**src/rtl/ctrl_pkg.sv**
```systemverilog
// ctrl_pkg: shared state encoding for the hysteresis controller
package ctrl_pkg;
  localparam int ST_W = 2;
  typedef enum logic [ST_W-1:0] {
    S_IDLE = 2'd0,
    S_COOL = 2'd1,
    S_HEAT = 2'd2,
    S_ILL  = 2'd3
  } state_t;
endpackage

```
**src/rtl/sat_counter.sv**
```systemverilog
// sat_counter: saturating up-counter with load-to-one and parametrised reset value
module sat_counter #(
  parameter int CNT_W = 16,
  parameter logic [CNT_W-1:0] RST_VAL = '0
) (
  input  logic             clk,
  input  logic             rst,
  input  logic             load,
  input  logic             inc,
  output logic [CNT_W-1:0] cnt
);
  always_ff @(posedge clk)
    if (rst) cnt <= RST_VAL;
    else if (load) cnt <= CNT_W'(1);
    else if (inc && cnt != '1) cnt <= cnt + CNT_W'(1);
endmodule

```
**src/rtl/hysteresis_ctrl.sv**
```systemverilog
// hysteresis_ctrl: thermostat FSM with hysteresis band and min-on/min-off anti-short-cycle timers
module hysteresis_ctrl
  import ctrl_pkg::*;
#(
  parameter int W           = 8,
  parameter int MIN_ON_CYC  = 4,
  parameter int MIN_OFF_CYC = 3,
  parameter int CNT_W       = 16
) (
  input  logic         clk,
  input  logic         rst,
  input  logic         en,
  input  logic [W-1:0] temp,
  input  logic [W-1:0] hi_th,
  input  logic [W-1:0] lo_th,
  input  logic [W-1:0] hyst,
  output logic         heat_on,
  output logic         cool_on,
  output logic [1:0]   state_o,
  output logic         lockout,
  output logic         cfg_err
);
  localparam logic [CNT_W-1:0] ON_MIN  = CNT_W'(MIN_ON_CYC);
  localparam logic [CNT_W-1:0] OFF_MIN = CNT_W'(MIN_OFF_CYC);
  state_t state, nxt;
  logic [CNT_W-1:0] on_cnt, off_cnt;
  logic [W:0] ce_raw, he_raw;
  logic [W-1:0] cool_exit, heat_exit;
  logic active, on_done, stop;
  assign ce_raw    = {1'b0, hi_th} - {1'b0, hyst};
  assign he_raw    = {1'b0, lo_th} + {1'b0, hyst};
  assign cool_exit = ce_raw[W] ? '0 : ce_raw[W-1:0];
  assign heat_exit = he_raw[W] ? '1 : he_raw[W-1:0];
  assign cfg_err   = lo_th >= hi_th;
  assign active    = state == S_COOL || state == S_HEAT;
  assign on_done   = on_cnt >= ON_MIN;
  assign stop      = !en || cfg_err;
  assign lockout   = state == S_IDLE && off_cnt < OFF_MIN;
  assign heat_on   = state == S_HEAT;
  assign cool_on   = state == S_COOL;
  assign state_o   = state;
  always_ff @(posedge clk)
    if (rst) state <= S_IDLE;
    else state <= nxt;
  always_comb begin
    nxt = S_IDLE;
    case (state)
      S_IDLE:  nxt = (stop || lockout) ? S_IDLE : temp >= hi_th ? S_COOL : temp <= lo_th ? S_HEAT : S_IDLE;
      S_COOL:  nxt = (stop || (temp <= cool_exit && on_done)) ? S_IDLE : S_COOL;
      S_HEAT:  nxt = (stop || (temp >= heat_exit && on_done)) ? S_IDLE : S_HEAT;
      default: nxt = S_IDLE;
    endcase
  end
  sat_counter #(.CNT_W(CNT_W), .RST_VAL('0)) u_on (
    .clk  (clk),
    .rst  (rst),
    .load (state == S_IDLE && nxt != S_IDLE),
    .inc  (active),
    .cnt  (on_cnt)
  );
  sat_counter #(.CNT_W(CNT_W), .RST_VAL(OFF_MIN)) u_off (
    .clk  (clk),
    .rst  (rst),
    .load (active && nxt == S_IDLE),
    .inc  (state == S_IDLE),
    .cnt  (off_cnt)
  );
endmodule

```
**config.mk**
```make
export PLATFORM = sky130hd
export DESIGN_NAME = hysteresis_ctrl
export DESIGN_NICKNAME = d
export VERILOG_FILES = /design/src/rtl/ctrl_pkg.sv /design/src/rtl/sat_counter.sv /design/src/rtl/hysteresis_ctrl.sv
export SDC_FILE = /design/constraint.sdc
export NUM_CORES = 1
export LEC_CHECK = 0
export CAP_MARGIN = 0
export CORE_MARGIN = 2
export CORE_UTILIZATION = 25
export DETAILED_ROUTE_END_ITERATION = 10
export PLACE_DENSITY_LB_ADDON = 0.15
export SYNTH_ARGS = -nofsm -noshare
export SYNTH_HDL_FRONTEND = slang
export SYNTH_HIERARCHICAL = 1
export SYNTH_SLANG_ARGS = --single-unit
```
**constraint.sdc**
```tcl
create_clock -name clk -period 6.51 [get_ports clk]
set_input_delay 1.302 -clock clk [delete_from_list [all_inputs] [get_ports clk]]
set_output_delay 1.302 -clock clk [all_outputs]
set_load 0.05 [all_outputs]
```
==> summary.md, run 1 <==
| Metric | Value |
|---|---|
| CP Class | in2reg |
| Critical-path cell list | clkdlybuf4s50_1 > ha_1 > fa_1 > a21o_1 > a21oi_2 > o21bai_2 > a21oi_4 > o21ai_1 > or2_2 > ha_1 > nand2b_1 > a2111oi_0 > nor3_1 > o21ai_1 > a21oi_1 > a21oi_1 > nor2b_1 > or2_2 > o41ai_1 |
| Layout cells sized above 1 | 0.0545 |
| Switch share | 0.339 |
| # hold bufs at CTS | 0 |
| Reg power frac | 0.313 |
| Power Density | 173 nW/µm² |
| Min-Delay Path Class | reg2reg |
| FF-to-FF path depth | 9 |
| Crit share post-route | 0.896 |
| Initial antenna violation count | 0 |
| Syn_nets | 531 |
| Area Growth Syn to Fin | 22.0% |
| Crit path buf inv count | 1 |
| Flops & latches, synth | 34 |
| Worst-path clk slew | 0.05 ns |
| First-pass GRT wire length | 15900 µm |
| Post-Syn Instances | 432 |
| Vias in the first global route | 3242 |
| Final WL | 9690 µm |
| Final core utilization | 0.309 |
| Die Ht | 122 µm |
| Top cell type's share of synthesized area | 0.223 |
| Area leader, netlist | ha_1 |
| Post-CTS Setup Repair Bufs | 0 |
| Combinational power share | 0.376 |
| DR vias/cell | 5.04 |
| Placed cell count | 651 |
| Mapped Area | 3480 µm² |
| Slew Limit Fails | 0 |
| TritonCTS Sinks | 34 |
| Max incr delay on CP | 0.47 ns |
| Total grt overflow | 0 |
| Hold Slack | 0.494 ns |
| Kind of cell adding the most delay to the critical path | compound AO/OA/AOI/OAI gates |
| CTS tree | built |
| Die X | 122 µm |
| Hold Crit Endpoint | u_on/cnt[1] |
| Critical path launch point type | primary input |
| Drt pass-1 iters | 4 |
| CP Capture Type | register |
| Gpl congestion | 0.794 |
| Final net count | 577 |
| Predominant post-synthesis flop cell | dfxtp_1 |
| Fillers | 1476 |
| Pleak | 1.73 nW |
| Commonest cells after routing, fill and taps aside | ha_1, inv_1, clkdlybuf4s50_1 |
| Critical Path AT | 6.00 ns |
| R2R setup slack | 3.83 ns |
| Antenna Violating Nets Remaining | 0 |
| Peak VDD IR | 0.0934 mV |
| Reg2Reg Launch Point | u_on/cnt[5] |
| Syn avg cell area | 8.07 µm² |
| All-Layer GR Usage | 0.136 |
| Worst-margin pin slew | 0.675 ns |
| Clock period minus worst slack | 5.83 ns |
| Register area share after synthesis | 0.195 |
| Number of synthesized flops with an enable pin | 0 |
| Hold Startpoint | u_on/cnt[1] |
| Final setup viols | 0 |
| Worst R2R End | u_off/cnt[8] |
| Crit path depth | 19 |
| Initial Util | 0.253 |
| Sw power | 0.249 mW |
| Overall Power | 0.736 mW |
| Synth warn | 6 |
| Most common cell after layout, fill and taps aside | ha_1 |
| Htree depth | 2 |
| Skew-Pair Late Insertion Delay | 0.28 ns |
| Headroom to the max-slew limit | 0.545 |
| Hold path depth | 2 |
| Post-CTS sizing | 0 |
| Boundary Pins | 41 |
| Residual DRC | 0 |
| CP Data Required Time | 6.67 ns |
| Synth top area cells | ha_1, dfxtp_1, a21oi_1, inv_1, nor2_1 |
| Max Root-Sink Buffers | 2 |
| CTS Root Buffer Type | clkbuf_16 |
| # Max-Cap Violations | 0 |
| Iteration-0 DRC Markers | 140 |
| Final hold violations | 0 |
| Post-synth ARST share | 0 |
| Pint | 0.487 mW |
| Die Area | 14900 µm² |
| Input/output buffers | 40 |
| Layout Cells excl Fill | 657 |
| Setup TNS | 0 ns |
| Crit-path slowest cell | clkdlybuf4s50_1 |
| Post-synth cell types | 59 |
| Vias | 3310 |
| Diodes inserted | 0 |
| Wire per inst | 14.8 µm |
| Critical path peak fanout | 12 |
| Largest net degree at the start of global routing | 13 |
| Max Freq | 171 MHz |
| Core Footprint | 13800 µm² |
| RSZ-0062 raised after global routing | false |
| Clock power share | 0.311 |
| Status | finished, final reports clean |
| Clock Skews | 0.00707 ns |
| Core Rows | 43 |
| Num CTS Buffers | 5 |
| Hpwl dp | 7730 µm |
-- worst max path at each step --
| stage | start | slack [ns] | end |
|---|---|---|---|
| 4_1_cts | lo_th[0] | 0.65 | u_off/cnt[8] |
| 3_3_place_gp | lo_th[0] | 0.50 | u_off/cnt[12] |
| 3_5_place_dp | lo_th[0] | 0.36 | u_off/cnt[8] |
| 2_1_floorplan | lo_th[0] | 1.33 | u_on/cnt[14] |
| 5_1_grt | lo_th[0] | 0.38 | u_off/cnt[8] |
| 6_report | lo_th[0] | 0.68 | u_off/cnt[8] |
-- Yosys cell counts (6+ instances only) --
library cell	count
a211oi_1	6
a21oi_1	34
a31oi_1	6
and4_1	6
dfxtp_1	34
ha_1	62
inv_1	41
nand2_1	21
nand3_1	14
nand4_1	13
nor2_1	30
nor2b_1	10
nor3_1	12
nor4_1	11
o21a_1	6
o21ai_0	19
or3_1	8
or4_1	6
xnor2_1	8
-- state kept, by name, indices dropped and copies added (netlist names) --
register	count
u_off/cnt	16
u_on/cnt	16
state_o	2
-- tightest hold or removal path, cell delays in order, from the launching register on --
cell	delay, ns
dfxtp_1	0.32
nand3_1	0.06
o21ai_0	0.06
-- logic make-up after synthesis --
kind of cell | count (synthesis) | share of synthesized area
buffers and inverters | 44 | 0.0478
and+or+nand+nor | 161 | 0.266
AOI/OAI and AO/OA | 119 | 0.232
adders and majority gates | 64 | 0.234
DFF | 34 | 0.195
xor gates and xnor gates | 10 | 0.0251
-- power groups by stage --
stage / clock network (mW) / registers [mW] / logic (mW)
final: 0.229 / 0.231 / 0.277
after CTS: 0.238 / 0.231 / 0.279
after detailed placement: 0 / 0.235 / 0.278
after floorplan: 0 / 0.235 / 0.186
after global placement: 0 / 0.235 / 0.277
after global routing: 0.244 / 0.233 / 0.312
-- final cells by class --
cell class,instances,area (µm²),area share
Multi-Input combinational cell,354,2640,0.620
Sequential cell,34,681,0.160
Timing Repair Buffer,42,415,0.0977
Tap cell,180,225,0.0530
Inverter,41,154,0.0362
Clock buffer,6,139,0.0327
-- through the flow --
step / setup WS (ns) / instance area (µm²)
final: 0.678 / 4250
after global routing: 0.383 / 4250
after CTS: 0.654 / 4250
after detailed placement: 0.356 / 4110
after global placement: 0.504 / 4110
after floorplan: 1.33 / 3480
-- layer usage --
layer	GRT usage	part of all wire	vias to the layer above
met1	0.177	0.49	1516
met4	0.0323	0.0083	0
met3	0.0262	0.050	6
met2	0.230	0.46	63
li1	-	-	1725
met5	0	0	-
Power figures use the tool's default switching activity.
==> run 2: changes to the inputs <==
--- a/config.mk
+++ b/config.mk
@@ -10,6 +10,8 @@
 export CORE_UTILIZATION = 25
 export DETAILED_ROUTE_END_ITERATION = 10
 export PLACE_DENSITY_LB_ADDON = 0.15
+export REMOVE_ABC_BUFFERS = 1
+export SLEW_MARGIN = 20
 export SYNTH_ARGS = -nofsm -noshare
 export SYNTH_HDL_FRONTEND = slang
 export SYNTH_HIERARCHICAL = 1
==> run 2 against run 1 <==
  * Combinational power barely moved
  * Total power is 0.66% lower
  * First-iteration DRC count up 51%
  * Hold slack got worse by 0.0044 ns
  * Cell area shrank 0.15%
  * Critical path type unchanged
==> summary.md, run 2 (synthesized netlist as in run 1, its figures left out) <==
| Metric | Value |
|---|---|
| Most common cell after layout, fill and taps aside | ha_1 |
| Die Area | 14900 µm² (unchanged) |
| Input/output buffers | 40 (unchanged) |
| Skew-Pair Late Insertion Delay | 0.28 ns (about the same) |
| Initial antenna violation count | 0 (unchanged) |
| Clock period minus worst slack | 5.59 ns (-0.240 ns) |
| Boundary Pins | 41 (unchanged) |
| DR vias/cell | 5.01 (-0.57%) |
| Hpwl dp | 7960 µm (+2.9%) |
| Max Freq | 179 MHz (+4.3%) |
| # Max-Cap Violations | 0 (unchanged) |
| Clock Skews | 0.00345 ns (-0.00362 ns) |
| Reg2Reg Launch Point | u_on/cnt[8] |
| R2R setup slack | 3.87 ns (+0.04 ns) |
| Final net count | 577 (unchanged) |
| Hold Startpoint | u_on/cnt[1] |
| Setup ws final | 0.918 ns (+0.240 ns) |
| Reg power frac | 0.316 (+0.003) |
| Final hold violations | 0 (unchanged) |
| Htree depth | 2 (unchanged) |
| Initial Util | 0.253 (unchanged) |
| All-Layer GR Usage | 0.135 (-0.000503) |
| CP Class | in2reg |
| Hold path depth | 2 (unchanged) |
| Crit share post-route | 0.859 (-0.0368) |
| Register area | 681 µm² (unchanged) |
| Post-route cell area | 4250 µm² (-0.15%) |
| Status | finished, final reports clean |
| Core Footprint | 13800 µm² (unchanged) |
| Vias in the first global route | 3296 (+1.7%) |
| Power Density | 172 nW/µm² (-0.51%) |
| Total grt overflow | 0 (unchanged) |
| Slew Limit Fails | 0 (unchanged) |
| Combinational power share | 0.379 (+0.003) |
| CP startpoint | lo_th[0] |
| Wire per inst | 14.8 µm (+0.54%) |
| Area of the multi-input gates | 2640 µm² (unchanged) |
| Worst slack at placement | 0.561 ns (+0.205 ns) |
| Layout cells sized above 1 | 0.0523 (-0.00221) |
| Critical path launch point type | primary input |
| Sw power | 0.252 mW (+1.2%) |
| Critical path peak fanout | 12 (unchanged) |
| Cell Area, Placed | 4110 µm² (unchanged) |
| CTS tree | built |
| Die X | 122 µm (unchanged) |
| CTS Root Buffer Type | clkbuf_16 |
| Vias | 3296 (-0.42%) |
| Antenna Violating Nets Remaining | 0 (unchanged) |
| Commonest cells after routing, fill and taps aside | ha_1, inv_1, clkdlybuf4s50_1 |
| Overall Power | 0.731 mW (-0.66%) |
| First-pass GRT wire length | 16100 µm (+1.5%) |
| Post-CTS Setup Repair Bufs | 0 (unchanged) |
| Worst R2R End | u_on/cnt[11] |
| Diodes inserted | 0 (unchanged) |
| Die Ht | 122 µm (unchanged) |
| FF-to-FF path depth | 9 (unchanged) |
| CP Capture Type | register |
| TritonCTS Sinks | 34 (unchanged) |
| Pleak | 1.72 nW (-0.29%) |
| Final WL | 9760 µm (+0.69%) |
| Core Rows | 43 (unchanged) |
| Largest net degree at the start of global routing | 13 (unchanged) |
| Post-CTS sizing | 0 (unchanged) |
| Clock power share | 0.305 (-0.006) |
| Gpl congestion | 0.739 (-6.9%) |
| Final setup viols | 0 (unchanged) |
| # hold bufs at CTS | 0 (unchanged) |
| Switch share | 0.345 (+0.00638) |
| Min-Delay Path Class | reg2reg |
| Peak VDD IR | 0.0990 mV (+6.0%) |
| Critical Path AT | 5.77 ns (-0.23 ns) |
| Pint | 0.479 mW (-1.6%) |
| Residual DRC | 0 (unchanged) |
| Hold Crit Endpoint | u_on/cnt[1] |
| CP Data Required Time | 6.68 ns (about the same) |
| RSZ-0062 raised after global routing | false |
| Worst-path clk slew | 0.05 ns (about the same) |
| Drt pass-1 iters | 4 (unchanged) |
| Worst-margin pin slew | 0.625 ns (-0.0508 ns) |
| Num CTS Buffers | 5 (unchanged) |
| Setup TNS | 0 ns (unchanged) |
| Max Root-Sink Buffers | 2 (unchanged) |
| Area Growth Syn to Fin | 21.8% |
| Fillers | 1513 (+2.5%) |
| Iteration-0 DRC Markers | 211 (+51%) |
| Headroom to the max-slew limit | 0.579 (+0.0342) |
## run 2: changes by cell type in the layout (fill, tap and decap cells not counted)
cell      change
clkbuf_1      +2
clkbuf_8      -1
## run 2: worst max path at each step
stage,cells past startpoint,end
2_1_floorplan,18,u_off/cnt[8]
3_3_place_gp,19,u_off/cnt[12]
3_5_place_dp,19,u_off/cnt[12]
4_1_cts,19,u_off/cnt[12]
5_1_grt,21,u_on/cnt[11]
6_report,19,u_off/cnt[12]
## run 2: layout make-up
cell class,instances,share of cell area
flip-flops and latches,34,0.160
repair buffers,42,0.0978
well taps,180,0.0531
inverters,41,0.0363
clock buffers,7,0.0312
multi-input cells,354,0.621
## run 2: power groups by stage
stage / clock (mW) / combinational (mW) / sequential (mW)
after detailed placement: 0 / 0.278 / 0.235
after global routing: 0.241 / 0.314 / 0.233
final: 0.223 / 0.277 / 0.231
after floorplan: 0 / 0.185 / 0.235
after global placement: 0 / 0.277 / 0.235
after CTS: 0.233 / 0.281 / 0.231
## run 2: worst max-delay path, stage by stage
cell,delay [ns]
clkdlybuf4s50_1,0.47
ha_1,0.26
fa_1,0.40
a21o_1,0.21
a21oi_2,0.19
o21bai_2,0.10
a21oi_4,0.17
o21ai_1,0.12
or2_2,0.29
ha_1,0.26
nand2b_1,0.13
a2111oi_0,0.39
nor3_1,0.11
o21ai_1,0.18
a21oi_1,0.09
a21oi_1,0.18
nor2b_1,0.12
or2_2,0.42
o41ai_1,0.36
## run 2: metal layers
metal  vias to the layer above  wire [µm]  GRT usage  part of all wire
met5                         -          0          0                 0
met4                         0        111     0.0273             0.011
met3                         7        426     0.0243             0.044
met2                        46       4490      0.231              0.46
met1                      1516       4740      0.179              0.49
li1                       1727          -          -                 -
## run 2: per-stage QoR
step                      std cells  hold slack (ns)   util
after floorplan                 429            0.461      -
after global placement          651            0.489  0.299
after detailed placement        651            0.488  0.299
after CTS                       658            0.495  0.308
after global routing            658            0.546  0.308
final                           658            0.490  0.308
==> run 3: changes to the inputs <==
--- a/config.mk
+++ b/config.mk
@@ -11,7 +11,7 @@
 export DETAILED_ROUTE_END_ITERATION = 10
 export PLACE_DENSITY_LB_ADDON = 0.15
 export REMOVE_ABC_BUFFERS = 1
-export SLEW_MARGIN = 20
+export SLEW_MARGIN = 10
 export SYNTH_ARGS = -nofsm -noshare
 export SYNTH_HDL_FRONTEND = slang
 export SYNTH_HIERARCHICAL = 1
==> results of run 3 <==
Final layout, timing and power as in run 2 (identical DEF).
